`config.mk`:
```
export PLATFORM = sky130hd
export DESIGN_NAME = uart_rx_drain_fifo
export DESIGN_NICKNAME = d
export VERILOG_FILES = /design/src/rtl/uart_if_pkg.sv /design/src/rtl/uart_byte_fifo.sv /design/src/rtl/uart_rx_drain_fifo.sv
export SDC_FILE = /design/constraint.sdc
export NUM_CORES = 1
export LEC_CHECK = 0
export ABC_AREA = 1
export BUFFER_PORTS_ARGS = -buffer_cell sky130_fd_sc_hd__buf_2
export CAP_MARGIN = 20
export CORE_MARGIN = 2
export CORE_UTILIZATION = 25
export DETAILED_ROUTE_END_ITERATION = 16
export HOLD_SLACK_MARGIN = 0.12
export PLACE_DENSITY = 0.5
export REMOVE_ABC_BUFFERS = 1
export SYNTH_ARGS = -nofsm -noshare
export SYNTH_HDL_FRONTEND = slang
export SYNTH_SLANG_ARGS = --single-unit
```
`constraint.sdc`:
```
create_clock -name clk -period 4.7 [get_ports clk]
set_input_delay 0 -clock clk [delete_from_list [all_inputs] [get_ports clk]]
set_output_delay 0 -clock clk [all_outputs]
set_load 0.01 [all_outputs]
```
`src/rtl/uart_if_pkg.sv`:
```
// Shared definitions for the UART receive-drain logic.
//  - Bit positions inside the UART status byte.
//  - Encoding of the read-sequence state machine.
package uart_if_pkg;

   // UART status byte bit positions
   localparam int unsigned ST_BUF_FULL = 0;
   localparam int unsigned ST_RX_RUN   = 5;
   localparam int unsigned ST_TX_PEND  = 6;
   localparam int unsigned ST_TX_RUN   = 7;

   // Read sequence: wait for a byte, strobe the data select, capture, wait for the flag to clear
   typedef enum logic [1:0] {
      IDLE    = 2'd0,
      STROBE  = 2'd1,
      CAPT    = 2'd2,
      WAITCLR = 2'd3
   } rx_state_e;

endpackage

```
`src/rtl/uart_byte_fifo.sv`:
```
// Synchronous byte FIFO with a registered head byte.
// Ports:
//  clk, nReset  clock and asynchronous active-low reset
//  push         write pushData (ignored while full or during flush)
//  pushData     byte to store
//  pop          consume the head byte (ignored while empty or during flush)
//  flush        synchronous clear of all entries
//  headData     registered copy of the head entry
//  level        stored entries, 0..DEPTH
//  empty        no head byte presented to the consumer
//  full         level == DEPTH
module uart_byte_fifo
   import uart_if_pkg::*;
#(
   parameter int unsigned DEPTH       = 8,
   parameter int unsigned LEVEL_WIDTH = 4
) (
   input  logic                   clk,
   input  logic                   nReset,
   input  logic                   push,
   input  logic [7:0]             pushData,
   input  logic                   pop,
   input  logic                   flush,
   output logic [7:0]             headData,
   output logic [LEVEL_WIDTH-1:0] level,
   output logic                   empty,
   output logic                   full
);

   localparam int unsigned AW = $clog2(DEPTH);

   logic [7:0]             mem [DEPTH];
   logic [LEVEL_WIDTH-1:0] wptr;
   logic [LEVEL_WIDTH-1:0] rptr;
   logic                   head_valid;
   logic                   do_push;
   logic                   do_pop;
   logic [AW-1:0]          rd_idx;
   logic [AW-1:0]          nxt_idx;

   // Pointers carry one extra bit so that full and empty differ in level
   assign level   = wptr - rptr;
   assign full    = (level == LEVEL_WIDTH'(DEPTH));
   assign empty   = !head_valid;
   assign do_push = push && !flush && !full;
   assign do_pop  = pop && head_valid && !flush;
   assign rd_idx  = rptr[AW-1:0];
   assign nxt_idx = rd_idx + AW'(1);

   always_ff @(posedge clk) begin
      if (do_push) begin
         mem[wptr[AW-1:0]] <= pushData;
      end
   end

   always_ff @(posedge clk or negedge nReset) begin
      if (!nReset) begin
         wptr <= '0;
         rptr <= '0;
      end else if (flush) begin
         wptr <= '0;
         rptr <= '0;
      end else begin
         if (do_push) wptr <= wptr + LEVEL_WIDTH'(1);
         if (do_pop)  rptr <= rptr + LEVEL_WIDTH'(1);
      end
   end

   // The head register only looks at entries stored before this edge, so a freshly
   // pushed byte becomes visible one cycle after its push (no fall-through).
   always_ff @(posedge clk or negedge nReset) begin
      if (!nReset) begin
         head_valid <= 1'b0;
         headData   <= '0;
      end else if (flush) begin
         head_valid <= 1'b0;
      end else if (do_pop) begin
         head_valid <= (level > LEVEL_WIDTH'(1));
         headData   <= mem[nxt_idx];
      end else if (!head_valid && (level != '0)) begin
         head_valid <= 1'b1;
         headData   <= mem[rd_idx];
      end
   end

endmodule

```
`src/rtl/uart_rx_drain_fifo.sv`:
```
// Drains received bytes from the UART register interface into a local FIFO and
// presents them on a valid/ready stream.
// Ports:
//  clk, nReset     clock and asynchronous active-low reset
//  uartStatusOut   UART status byte (buffer full, rx run, tx pending, tx run)
//  uartDataOut     UART received byte
//  uartNCsDataOut  active-low one-cycle read strobe to the UART data register
//  uartNCsStatus   active-low status select, low whenever out of reset
//  rxData          head byte of the FIFO
//  rxValid         a head byte is presented
//  rxReady         consumer accepts rxData on a clk edge with rxValid
//  rxLevel         stored bytes, 0..DEPTH
//  flush           synchronous FIFO clear
module uart_rx_drain_fifo
   import uart_if_pkg::*;
#(
   parameter int unsigned DEPTH       = 8,
   parameter int unsigned LEVEL_WIDTH = 4
) (
   input  logic                   clk,
   input  logic                   nReset,
   input  logic [7:0]             uartStatusOut,
   input  logic [7:0]             uartDataOut,
   output logic                   uartNCsDataOut,
   output logic                   uartNCsStatus,
   output logic [7:0]             rxData,
   output logic                   rxValid,
   input  logic                   rxReady,
   output logic [LEVEL_WIDTH-1:0] rxLevel,
   input  logic                   flush
);

   logic [7:0] statusQ;
   logic       ncs_status_q;
   rx_state_e  state_q;
   rx_state_e  state_d;
   logic       push;
   logic       pop;
   logic       fifo_empty;
   logic       fifo_full;
   logic       unused_status;

   // rxRun and the reserved status bits do not gate anything
   assign unused_status = ^statusQ[ST_TX_PEND-1:ST_BUF_FULL+1];

   always_ff @(posedge clk or negedge nReset) begin
      if (!nReset) begin
         statusQ      <= '0;
         ncs_status_q <= 1'b1;
      end else begin
         statusQ      <= uartStatusOut;
         ncs_status_q <= 1'b0;
      end
   end

   assign uartNCsStatus = ncs_status_q;

   always_ff @(posedge clk or negedge nReset) begin
      if (!nReset) begin
         state_q <= IDLE;
      end else begin
         state_q <= state_d;
      end
   end

   always_comb begin
      state_d = state_q;
      unique case (state_q)
         IDLE: begin
            if (statusQ[ST_BUF_FULL] && !statusQ[ST_TX_PEND] && !statusQ[ST_TX_RUN] &&
                !fifo_full) begin
               state_d = STROBE;
            end
         end
         STROBE:  state_d = CAPT;
         CAPT:    state_d = WAITCLR;
         // Hold until the UART drops its flag so the same byte is never read twice
         WAITCLR: if (!statusQ[ST_BUF_FULL]) state_d = IDLE;
         default: state_d = IDLE;
      endcase
   end

   always_comb begin
      uartNCsDataOut = 1'b1;
      push           = 1'b0;
      if (state_q == STROBE) uartNCsDataOut = 1'b0;
      if (state_q == CAPT)   push = !flush;
   end

   assign pop     = rxReady && !fifo_empty && !flush;
   assign rxValid = !fifo_empty;

   uart_byte_fifo #(
      .DEPTH       (DEPTH),
      .LEVEL_WIDTH (LEVEL_WIDTH)
   ) u_fifo (
      .clk      (clk),
      .nReset   (nReset),
      .push     (push),
      .pushData (uartDataOut),
      .pop      (pop),
      .flush    (flush),
      .headData (rxData),
      .level    (rxLevel),
      .empty    (fifo_empty),
      .full     (fifo_full)
   );

endmodule

```
==> key figures, run 1 <==
Pwr
  – Leak Pwr: 2.118 nW
  – Share of total power in sequential cells: 39.7%
  – Power per cell area: 462.9 nW/µm²
  – Peak VDD IR: 186.4 µV
  – Switching Fraction: 34.69%
  – Internal power: 1.586 mW
  – Switching Power: 842.5 µW
  – Clk pwr share: 28.1%
  – Combinational power share: 32.2%

STA
  – # setup viols final: 0
  – Worst Tran Pin Value: 0.8583 ns
  – Max-slew violations: 0
  – Final hold vios: 0
  – Fin crit share: 71.87%
  – Setup tns final: 0 ns
  – Clock Skews: 0.006622 ns
  – RSZ-0062 raised after global routing: false
  – Worst hold slack: 0.2071 ns
  – Post-layout min period: 3.378 ns
  – Max-slew headroom: 42.57%
  – Peak Freq: 296.0 MHz

Routing
  – Iter 0 DRT Violations: 372
  – Met2 wire len: 5116 µm
  – Top Metal Used: met4
  – Final WL: 11190 µm
  – Metal3 WL: 655 µm
  – DRT Pass-1 Iters: 7
  – WL met1: 4889 µm
  – Drt wl/cell: 15.24 µm
  – Via Count: 3488
  – Vias/cell: 4.752
  – Routed Antenna Nets: 0
  – DRC Markers: 0

CTS
  – Clk_lat worst skew: 0.34 ns
  – Clk buf depth: 2
  – Clk sink count: 87
  – Post-CTS setup buffer count: 0
  – Post-CTS resize count: 0
  – Reg clk slew, reported paths: 0.06 ns
  – Hold buffer count at cts: 15
  – CTS HTree Levels: 3
  – Clock root buffer: clkbuf_16
  – TritonCTS Buffers: 9
  – Clock tree from TritonCTS: done

Synth
  – Seq/Total Area, Yosys: 55.75%
  – Number of enable flip-flop cells after synthesis: 64
  – Largest family of logic cells by synthesized area: simple AND/OR/NAND/NOR gates
  – Post-synthesis mux area share: 0%
  – Share of flip-flops with an asynchronous set or reset: 26.44%
  – Synth area leaders: edfxtp_1, dfrtp_1, nand2_1
  – Yosys warnings: 0
  – Netlist cell types: 38
  – Seq cells post-synth: 87
  – Area leader, netlist: edfxtp_1
  – Adder-Cell Fraction of Synth Area: 3.238%
  – Top-area cell type share of the netlist area: 42.88%
  – Post-Synth Simple-Gate Area: 18.26%
  – Syn Std Cell Area: 4482 µm²
  – Complex-gate fraction of the synthesized area: 13.79%
  – Post-synthesis xor/xnor area fraction: 1.005%
  – Ys flop type: edfxtp_1
  – Avg Cell Area, Syn: 9.618 µm²
  – Syn Inst Count: 466

Placed design
  – Routability cong.: 0.7950
  – Hpwl dp: 7285 µm
  – # port buffers: 29
  – Dpl cells: 704

Setup path
  – Critical path class: reg -> reg
  – Worst path max stage delay: 0.72 ns
  – Cell Chain, Critical Path: inv_1, fa_1, nand3b_1, nor2_2, nand3_2, nand4_1, nor2_1
  – R2R Setup Slk: 1.32 ns
  – CP startpoint kind: flop
  – Critical path arrival: 3.34 ns
  – CP endpoint kind: flop
  – Crit-path slowest cell: nor2_1
  – Critical path required time: 4.66 ns
  – Crit Path Max Fanout: 21

Floorplanning
  – Die area: 19010 µm²
  – Num ports: 35
  – Die height: 137.9 µm
  – Rows: 48
  – Core area: 17420 µm²
  – Initial core utilization: 25.73%
  – Die X: 137.9 µm

Cells and area
  – Layout cells sized above 1: 13.16%
  – Final net count: 536
  – N_diodes: 0
  – Post-layout instance count excluding filler cells: 734
  – P&R area growth vs syn: 17.09%

Job
  – Max_cap viols: 0

GRT
  – Vias in the first global route: 3365
  – Total global-route track usage: 12.33%
  – Gr ovfl total: 0
  – Initial antenna violation count: 0
  – Largest net degree at the start of global routing: 74
  – Global-route wire length before repair: 17310 µm

Hold path
  – Worst min path class: in -> async

Outcome
  – Status: finished, final reports clean
## synth_stat cells, types with 2 or more instances
library cell and n:
nand3_1 59, nor3_1 4, o21ai_0 34, buf_2 12, ha_1 10, o211ai_1 23, nand3_2 2, nor2_1 14
o21ai_1 10, nand2_2 2, nand2_4 2, dfrtp_1 22, buf_4 4, inv_2 3, edfxtp_1 64, o22ai_1 3
inv_1 49, nand2_1 85, buf_6 4, clkbuf_1 3, nand3b_1 3, a21oi_1 38
## logic make-up (layout without fill, tap and decap cells)
logic type / after synthesis / count (layout)
xor gates and xnor gates: 3 / 3
other: 1 / 1
adders and majority gates: 11 / 11
buffers and inverters: 77 / 120
DFF: 87 / 87
and+or+nand+nor: 177 / 177
AOI/OAI and AO/OA: 110 / 110
## placed cells by master, fill, tap and decap left out, types with 2 or more instances in the layout
cell type	count
a21oi_1	38
buf_2	29
buf_4	8
clkbuf_16	9
clkinv_1	2
dfrtp_1	21
dlygate4sd3_1	15
edfxtp_1	64
ha_1	10
inv_1	49
inv_2	3
nand2_1	85
nand2_2	2
nand2_4	2
nand3_1	59
nand3_2	2
nand3b_1	3
nor2_1	14
nor3_1	4
o211ai_1	23
o21ai_0	34
o21ai_1	10
o22ai_1	3
## layout make-up
cell class,instances,area (µm²)
Multi-Input combinational cell,302,1630
Timing Repair Buffer,52,355.3
Sequential cell,87,2500
Clock inverter,5,50.05
Tap cell,225,281.5
Inverter,53,201.4
Fill cell,1794,12170
Clock buffer,10,229.0
## metal layers
| metal | vias up | GRT usage [%] |
|---|---|---|
| met5 | - | 0 |
| met2 | 111 | 18.98 |
| met1 | 1641 | 15.49 |
| met4 | 0 | 7.483 |
| li1 | 1703 | - |
| met3 | 33 | 3.216 |
## power by group through the flow
| stage | clock [mW] | sequential (mW) | combinational [mW] |
|---|---|---|---|
| 2_1_floorplan | 0 | 1.01 | 0.483 |
| 3_3_place_gp | 0 | 0.978 | 0.746 |
| 3_5_place_dp | 0 | 0.981 | 0.766 |
| 4_1_cts | 0.706 | 0.966 | 0.787 |
| 5_1_grt | 0.729 | 0.977 | 0.885 |
| 6_report | 0.683 | 0.964 | 0.782 |
## worst paths after layout
check	startpoint	to	cells after the start
worst max-delay path	u_fifo.rptr[1]$_DFFE_PN0P_	u_fifo.mem[2][2]$_DFFE_PP_	7
worst min-delay path	nReset	u_fifo.headData[6]$_DFFE_PN0P_	2
worst max register to register	u_fifo.rptr[1]$_DFFE_PN0P_	u_fifo.mem[2][2]$_DFFE_PP_	7
worst min register to register	u_fifo.headData[6]$_DFFE_PN0P_	u_fifo.headData[6]$_DFFE_PN0P_	2
max in group asynchronous	nReset	u_fifo.rptr[0]$_DFFE_PN0P_	2
min in group clk	uartStatusOut[0]	statusQ[0]$_DFF_PN0_	2
## stage by stage
stage | setup WS [ns] | util [%] | power, mW | instance area, µm²
2_1_floorplan | 1.035 | - | 1.495 | 4330
3_3_place_gp | 1.313 | 27.67 | 1.724 | 4818
3_5_place_dp | 1.290 | 27.67 | 1.748 | 4818
4_1_cts | 1.284 | 30.13 | 2.460 | 5248
5_1_grt | 1.049 | 30.13 | 2.591 | 5248
6_report | 1.322 | 30.13 | 2.429 | 5248
## sequential cells by signal, indices dropped and copies added, names as in the netlist
register           cells
state_q                2
statusQ                3
u_fifo.headData        8
u_fifo.head_valid      1
u_fifo.mem            64
u_fifo.rptr            4
u_fifo.wptr            4
uartNCsStatus          1
## worst max-delay path, delay by kind of cell, from the launching register on
kind,cells,cell delay [ns]
buffers and inverters,1,0.48
DFF,1,0.61
and+or+nand+nor,5,1.23
adders and majority gates,1,0.68
No activity file was read; power rests on OpenSTA's default activity.
==> inputs of run 2 (changes only) <==
--- a/config.mk
+++ b/config.mk
@@ -12,7 +12,7 @@
 export CORE_UTILIZATION = 25
 export DETAILED_ROUTE_END_ITERATION = 16
 export HOLD_SLACK_MARGIN = 0.12
-export PLACE_DENSITY = 0.5
+export PLACE_DENSITY = 0.51
 export REMOVE_ABC_BUFFERS = 1
 export SYNTH_ARGS = -nofsm -noshare
 export SYNTH_HDL_FRONTEND = slang
==> constraint.sdc (replaced) <==
create_clock -name clk -period 2.85 [get_ports clk]
set_input_delay 0 -clock clk [delete_from_list [all_inputs] [get_ports clk]]
set_output_delay 0 -clock clk [all_outputs]
set_load 0.01 [all_outputs]
==> run 2 against run 1 <==
  * Core utilization up 0.68 points
  * Setup slack worse by 1.1 ns
  * Clock power up 93%
  * Critical endpoint is now u_fifo.head_valid$_DFFE_PN0P_
==> key figures, run 2 (synthesized netlist as in run 1, its figures left out) <==
Outcome
  – Status: finished, final reports clean

Floorplanning
  – Core area: 17420 µm²
  – Die height: 137.9 µm
  – Num ports: 35
  – Rows: 48
  – Die area: 19010 µm²
  – Die X: 137.9 µm
  – Initial core utilization: 25.73%

CTS
  – Clk sink count: 87
  – Clk_lat worst skew: 0.34 ns
  – Reg clk slew, reported paths: 0.06 ns
  – Clock tree from TritonCTS: done
  – Clock root buffer: clkbuf_16
  – Post-CTS setup buffer count: 0
  – TritonCTS Buffers: 9
  – Clk buf depth: 2
  – CTS HTree Levels: 3

Setup path
  – Crit Path Max Fanout: 9
  – CP startpoint kind: flop
  – CP endpoint kind: flop
  – R2R Setup Slk: 0.23 ns
  – Critical path class: reg -> reg
  – Critical path required time: 3.08 ns
  – Cell Chain, Critical Path: inv_2, ha_1, inv_1, fa_1, nand3b_1, nor2_2, nand2_1, nand2_4, nand2_4, nand2_1, o21ai_2, dlygate4sd3_1
  – Critical path arrival: 2.85 ns
  – Crit-path slowest cell: dlygate4sd3_1
  – Worst path max stage delay: 0.54 ns

Pwr
  – Power, Total: 4.205 mW
  – Power per cell area: 783.8 nW/µm²
  – Peak VDD IR: 445.7 µV
  – Leak Pwr: 2.185 nW

Placed design
  – # port buffers: 29
  – Placed inst area: 4878 µm²
  – Routability cong.: 0.8514
  – Hpwl dp: 7323 µm

Job
  – Max_cap viols: 0

Cells and area
  – P&R area growth vs syn: 19.71%
  – Commonest non-fill, non-tap cells in the layout: nand2_1, edfxtp_1, nand3_1, inv_1, a21oi_1
  – Post-route cell area: 5365 µm²
  – FILL cells: 1773
  – Register area: 2500 µm²
  – Layout cells sized above 1: 15.06%
  – Most common cell after layout, fill and taps aside: nand2_1
  – N_diodes: 0
  – Multi-input gate area: 1630 µm²
  – Max reg flops: 64
  – Final net count: 544

GRT
  – Gr ovfl total: 0
  – Busiest metal layer after global routing: met2
  – Total global-route track usage: 11.88%
  – Grt met1 use: 15.08%
  – Met3 Resource Use GR: 2.924%
  – Largest net degree at the start of global routing: 62
  – Grt met2 use: 18.98%
  – Global-route wire length before repair: 16620 µm
  – Vias in the first global route: 3284
  – Initial antenna violation count: 0

Hold path
  – Worst min path class: in -> async

Routing
  – Drt wl/cell: 14.83 µm
  – Final WL: 11020 µm
  – DRT Pass-1 Iters: 5
  – Routed Antenna Nets: 0
  – DRC Markers: 0
  – Iter 0 DRT Violations: 291
  – Vias/cell: 4.721
  – Via Count: 3508

STA
  – Peak Freq: 381.4 MHz
  – Post-layout min period: 2.622 ns
  – Max-slew headroom: 63.53%
  – RSZ-0062 raised after global routing: false
  – Max-slew violations: 0
  – Fin crit share: 91.99%
  – Final hold vios: 0
  – Worst Tran Pin Value: 0.5471 ns
  – Clock Skews: 0.005335 ns
  – # setup viols final: 0
run 2: worst paths after layout:
| path | startpoint | to | cells after the start |
|---|---|---|---|
| min in group clk | uartStatusOut[6] | statusQ[6]$_DFF_PN0_ | 2 |
| max in group asynchronous | nReset | u_fifo.rptr[0]$_DFFE_PN0P_ | 2 |
| setup / recovery | u_fifo.wptr[0]$_DFFE_PN0P_ | u_fifo.head_valid$_DFFE_PN0P_ | 12 |
| hold / removal | nReset | u_fifo.headData[4]$_DFFE_PN0P_ | 2 |
| hold reg to reg | u_fifo.headData[3]$_DFFE_PN0P_ | u_fifo.headData[3]$_DFFE_PN0P_ | 2 |
| setup reg to reg | u_fifo.wptr[0]$_DFFE_PN0P_ | u_fifo.head_valid$_DFFE_PN0P_ | 12 |
run 2: through the flow:
| stage | TNS (ns) | setup slack (ns) | utilization (%) | cells | hold slack, ns |
|---|---|---|---|---|---|
| after floorplan | -48.31 | -0.8150 | - | 442 | -0.2956 |
| after global placement | 0 | 0.4147 | 28.01 | 712 | -0.002395 |
| after detailed placement | 0 | 0.3343 | 28.01 | 712 | 0.01255 |
| after CTS | 0 | 0.1627 | 30.80 | 743 | 0.1828 |
| after global routing | 0 | 0.04693 | 30.80 | 743 | 0.2282 |
| final | 0 | 0.2283 | 30.80 | 743 | 0.1783 |
run 2: timing repair:
action	in CTS	in global routing
resized for setup	0	1
endpoints found under the hold margin	95	0
setup endpoints to repair	0	1
hold buffers	15	0
run 2: layer usage:
metal	share of wire, %	vias to the layer above
met5	0	-
met2	46	103
li1	-	1712
met3	6.7	21
met4	2.3	0
met1	45	1672
run 2: report_power, final:
part           internal, mW  switching (mW)
Clock                 0.849           0.474
Combinational         0.464           0.835
Sequential             1.50          0.0808
run 2: final cells by class:
class	count	area share, %
Clock inverter	7	2.076
Tap cell	225	5.247
Clock buffer	9	4.198
Multi-Input combinational cell	302	30.39
Inverter	53	3.755
Timing Repair Buffer	60	7.743
Sequential cell	87	46.60
run 2: critical path, delay by kind of cell, from the launching register on:
| kind | cells | cell delay, ns |
|---|---|---|
| simple gates | 6 | 0.74 |
| buf+inv | 3 | 0.70 |
| fa+ha+maj | 2 | 0.58 |
| compound gates | 1 | 0.05 |
| flops | 1 | 0.41 |
==> inputs of run 3 (changes only) <==
--- a/config.mk
+++ b/config.mk
@@ -12,7 +12,7 @@
 export CORE_UTILIZATION = 25
 export DETAILED_ROUTE_END_ITERATION = 16
 export HOLD_SLACK_MARGIN = 0.12
-export PLACE_DENSITY = 0.51
+export PLACE_DENSITY = 0.43
 export REMOVE_ABC_BUFFERS = 1
 export SYNTH_ARGS = -nofsm -noshare
 export SYNTH_HDL_FRONTEND = slang
==> run 3 against run 2 <==
  * Routed wire length is 2.5% higher
  * First-iteration DRC count is 8.9% higher
  * Global-route usage is 1.1 points higher
  * Die area stayed put
  * Non-clock buffer count is 1 lower
  * Critical endpoint unchanged
  * Largest cell class unchanged
  * Largest power group unchanged
  * Highest routed layer unchanged
==> key figures, run 3 (synthesized netlist as in run 1, its figures left out) <==
CTS
  – Clk_lat worst skew: 0.34 ns
  – Clk buf depth: 2
  – TritonCTS Buffers: 9
  – CTS HTree Levels: 3
  – Clk sink count: 87
  – Clock tree from TritonCTS: done
  – Post-CTS setup buffer count: 0
  – Reg clk slew, reported paths: 0.07 ns
  – Clock root buffer: clkbuf_16

STA
  – Setup tns final: 0 ns
  – PnR worst setup slack: 0.1771 ns
  – Worst Tran Pin Value: 0.6999 ns
  – RSZ-0062 raised after global routing: false
  – Post-layout min period: 2.673 ns
  – # setup viols final: 0
  – Final hold vios: 0
  – Max-slew violations: 0
  – Fin crit share: 93.79%
  – Peak Freq: 374.1 MHz
  – Max-slew headroom: 53.34%
  – Worst hold slack: 0.1643 ns
  – Clock Skews: 0.006630 ns

Floorplanning
  – Initial core utilization: 25.73%
  – Die X: 137.9 µm
  – Rows: 48
  – Core area: 17420 µm²
  – Num ports: 35
  – Die height: 137.9 µm
  – Die area: 19010 µm²

Setup path
  – Worst path max stage delay: 0.54 ns
  – CP endpoint kind: flop
  – Crit-path slowest cell: dlygate4sd3_1
  – Critical path class: reg -> reg
  – Critical path required time: 3.07 ns
  – Critical path arrival: 2.90 ns
  – CP startpoint kind: flop
  – Cell Chain, Critical Path: inv_2, ha_1, inv_1, fa_1, nand3b_1, nor2_2, nand2_1, nand2_4, nand2_4, nand2_1, o21ai_2, dlygate4sd3_1
  – Crit Path Max Fanout: 9

Routing
  – DRT Pass-1 Iters: 5
  – Vias/cell: 4.655
  – Drt wl/cell: 15.22 µm
  – Routed Antenna Nets: 0
  – Iter 0 DRT Violations: 317
  – DRC Markers: 0
  – Final WL: 11300 µm
  – Via Count: 3454

Placed design
  – Routability cong.: 0.7632
  – Pre-CTS WS: 0.2788 ns
  – Dpl cells: 711
  – # port buffers: 29
  – Hpwl dp: 7743 µm

Cells and area
  – Post-layout instance count excluding filler cells: 742
  – Layout cells sized above 1: 15.09%
  – Final net count: 543
  – Max reg flops: 64
  – N_diodes: 0
  – FILL cells: 1804
  – Commonest non-fill, non-tap cells in the layout: nand2_1, edfxtp_1, nand3_1, inv_1, a21oi_1
  – P&R area growth vs syn: 18.79%
  – Most common cell after layout, fill and taps aside: nand2_1

GRT
  – Total global-route track usage: 12.95%
  – Largest net degree at the start of global routing: 74
  – Vias in the first global route: 3300
  – Initial antenna violation count: 0
  – Gr ovfl total: 0
  – Global-route wire length before repair: 18230 µm

Pwr
  – Peak VDD IR: 342.3 µV
  – Power, Total: 4.070 mW
  – Power per cell area: 764.5 nW/µm²
  – Leak Pwr: 2.167 nW

Job
  – Max_cap viols: 0

Outcome
  – Status: finished, final reports clean

Hold path
  – Worst min path class: in -> async
==> run 3: per-layer routing <==
layer	vias up	wire, µm	global-route usage, %
met5	-	0	0
met4	0	199	5.782
met3	10	565	2.449
met2	100	5080	19.47
met1	1629	5450	18.06
li1	1715	-	-
==> run 3: report_power, final <==
part / switching [mW] / leakage, nW / internal (mW)
registers: 0.0805 / 0.866 / 1.50
logic: 0.823 / 1.15 / 0.459
clock network: 0.518 / 0.148 / 0.689
==> run 3: area by class of cell <==
type | count | area [µm²] | share of cell area (%)
Inverter | 53 | 201.4 | 3.784
Timing Repair Buffer | 59 | 407.9 | 7.662
Sequential cell | 87 | 2500 | 46.96
Multi-Input combinational cell | 302 | 1630 | 30.62
Tap cell | 225 | 281.5 | 5.288
Clock buffer | 9 | 225.2 | 4.230
Clock inverter | 7 | 77.57 | 1.457
==> run 3: path summary, 6_finish.rpt <==
kind	start	to	slack [ns]	depth (start not counted)
setup / recovery	u_fifo.wptr[0]$_DFFE_PN0P_	u_fifo.head_valid$_DFFE_PN0P_	0.18	12
hold / removal	nReset	u_fifo.headData[0]$_DFFE_PN0P_	0.16	2
setup reg to reg	u_fifo.wptr[0]$_DFFE_PN0P_	u_fifo.head_valid$_DFFE_PN0P_	0.18	12
hold reg to reg	u_fifo.headData[7]$_DFFE_PN0P_	u_fifo.headData[7]$_DFFE_PN0P_	0.50	2
max in group asynchronous	nReset	u_fifo.rptr[0]$_DFFE_PN0P_	2.29	2
min in group clk	uartStatusOut[6]	statusQ[6]$_DFF_PN0_	0.31	2
==> run 3: worst max-delay path, delay by kind of cell, from the launching register on <==
family	cells	cell delay, ns
compound gates	1	0.05
fa+ha+maj	2	0.60
buf+inv	3	0.71
flops	1	0.41
simple gates	6	0.79
==> run 3: repair_timing <==
item                                   4_1_cts  5_1_grt
setup endpoints to repair                    0        1
endpoints found under the hold margin       95        0
hold buffers                                15        0
resized for setup                            0        1
==> run 3: stage by stage <==
stage | instance area, µm² | util [%]
finish | 5324 | 30.57
global route | 5324 | 30.57
CTS | 5324 | 30.57
detailed placement | 4871 | 27.97
global placement | 4871 | 27.97
floorplan | 4330 | -
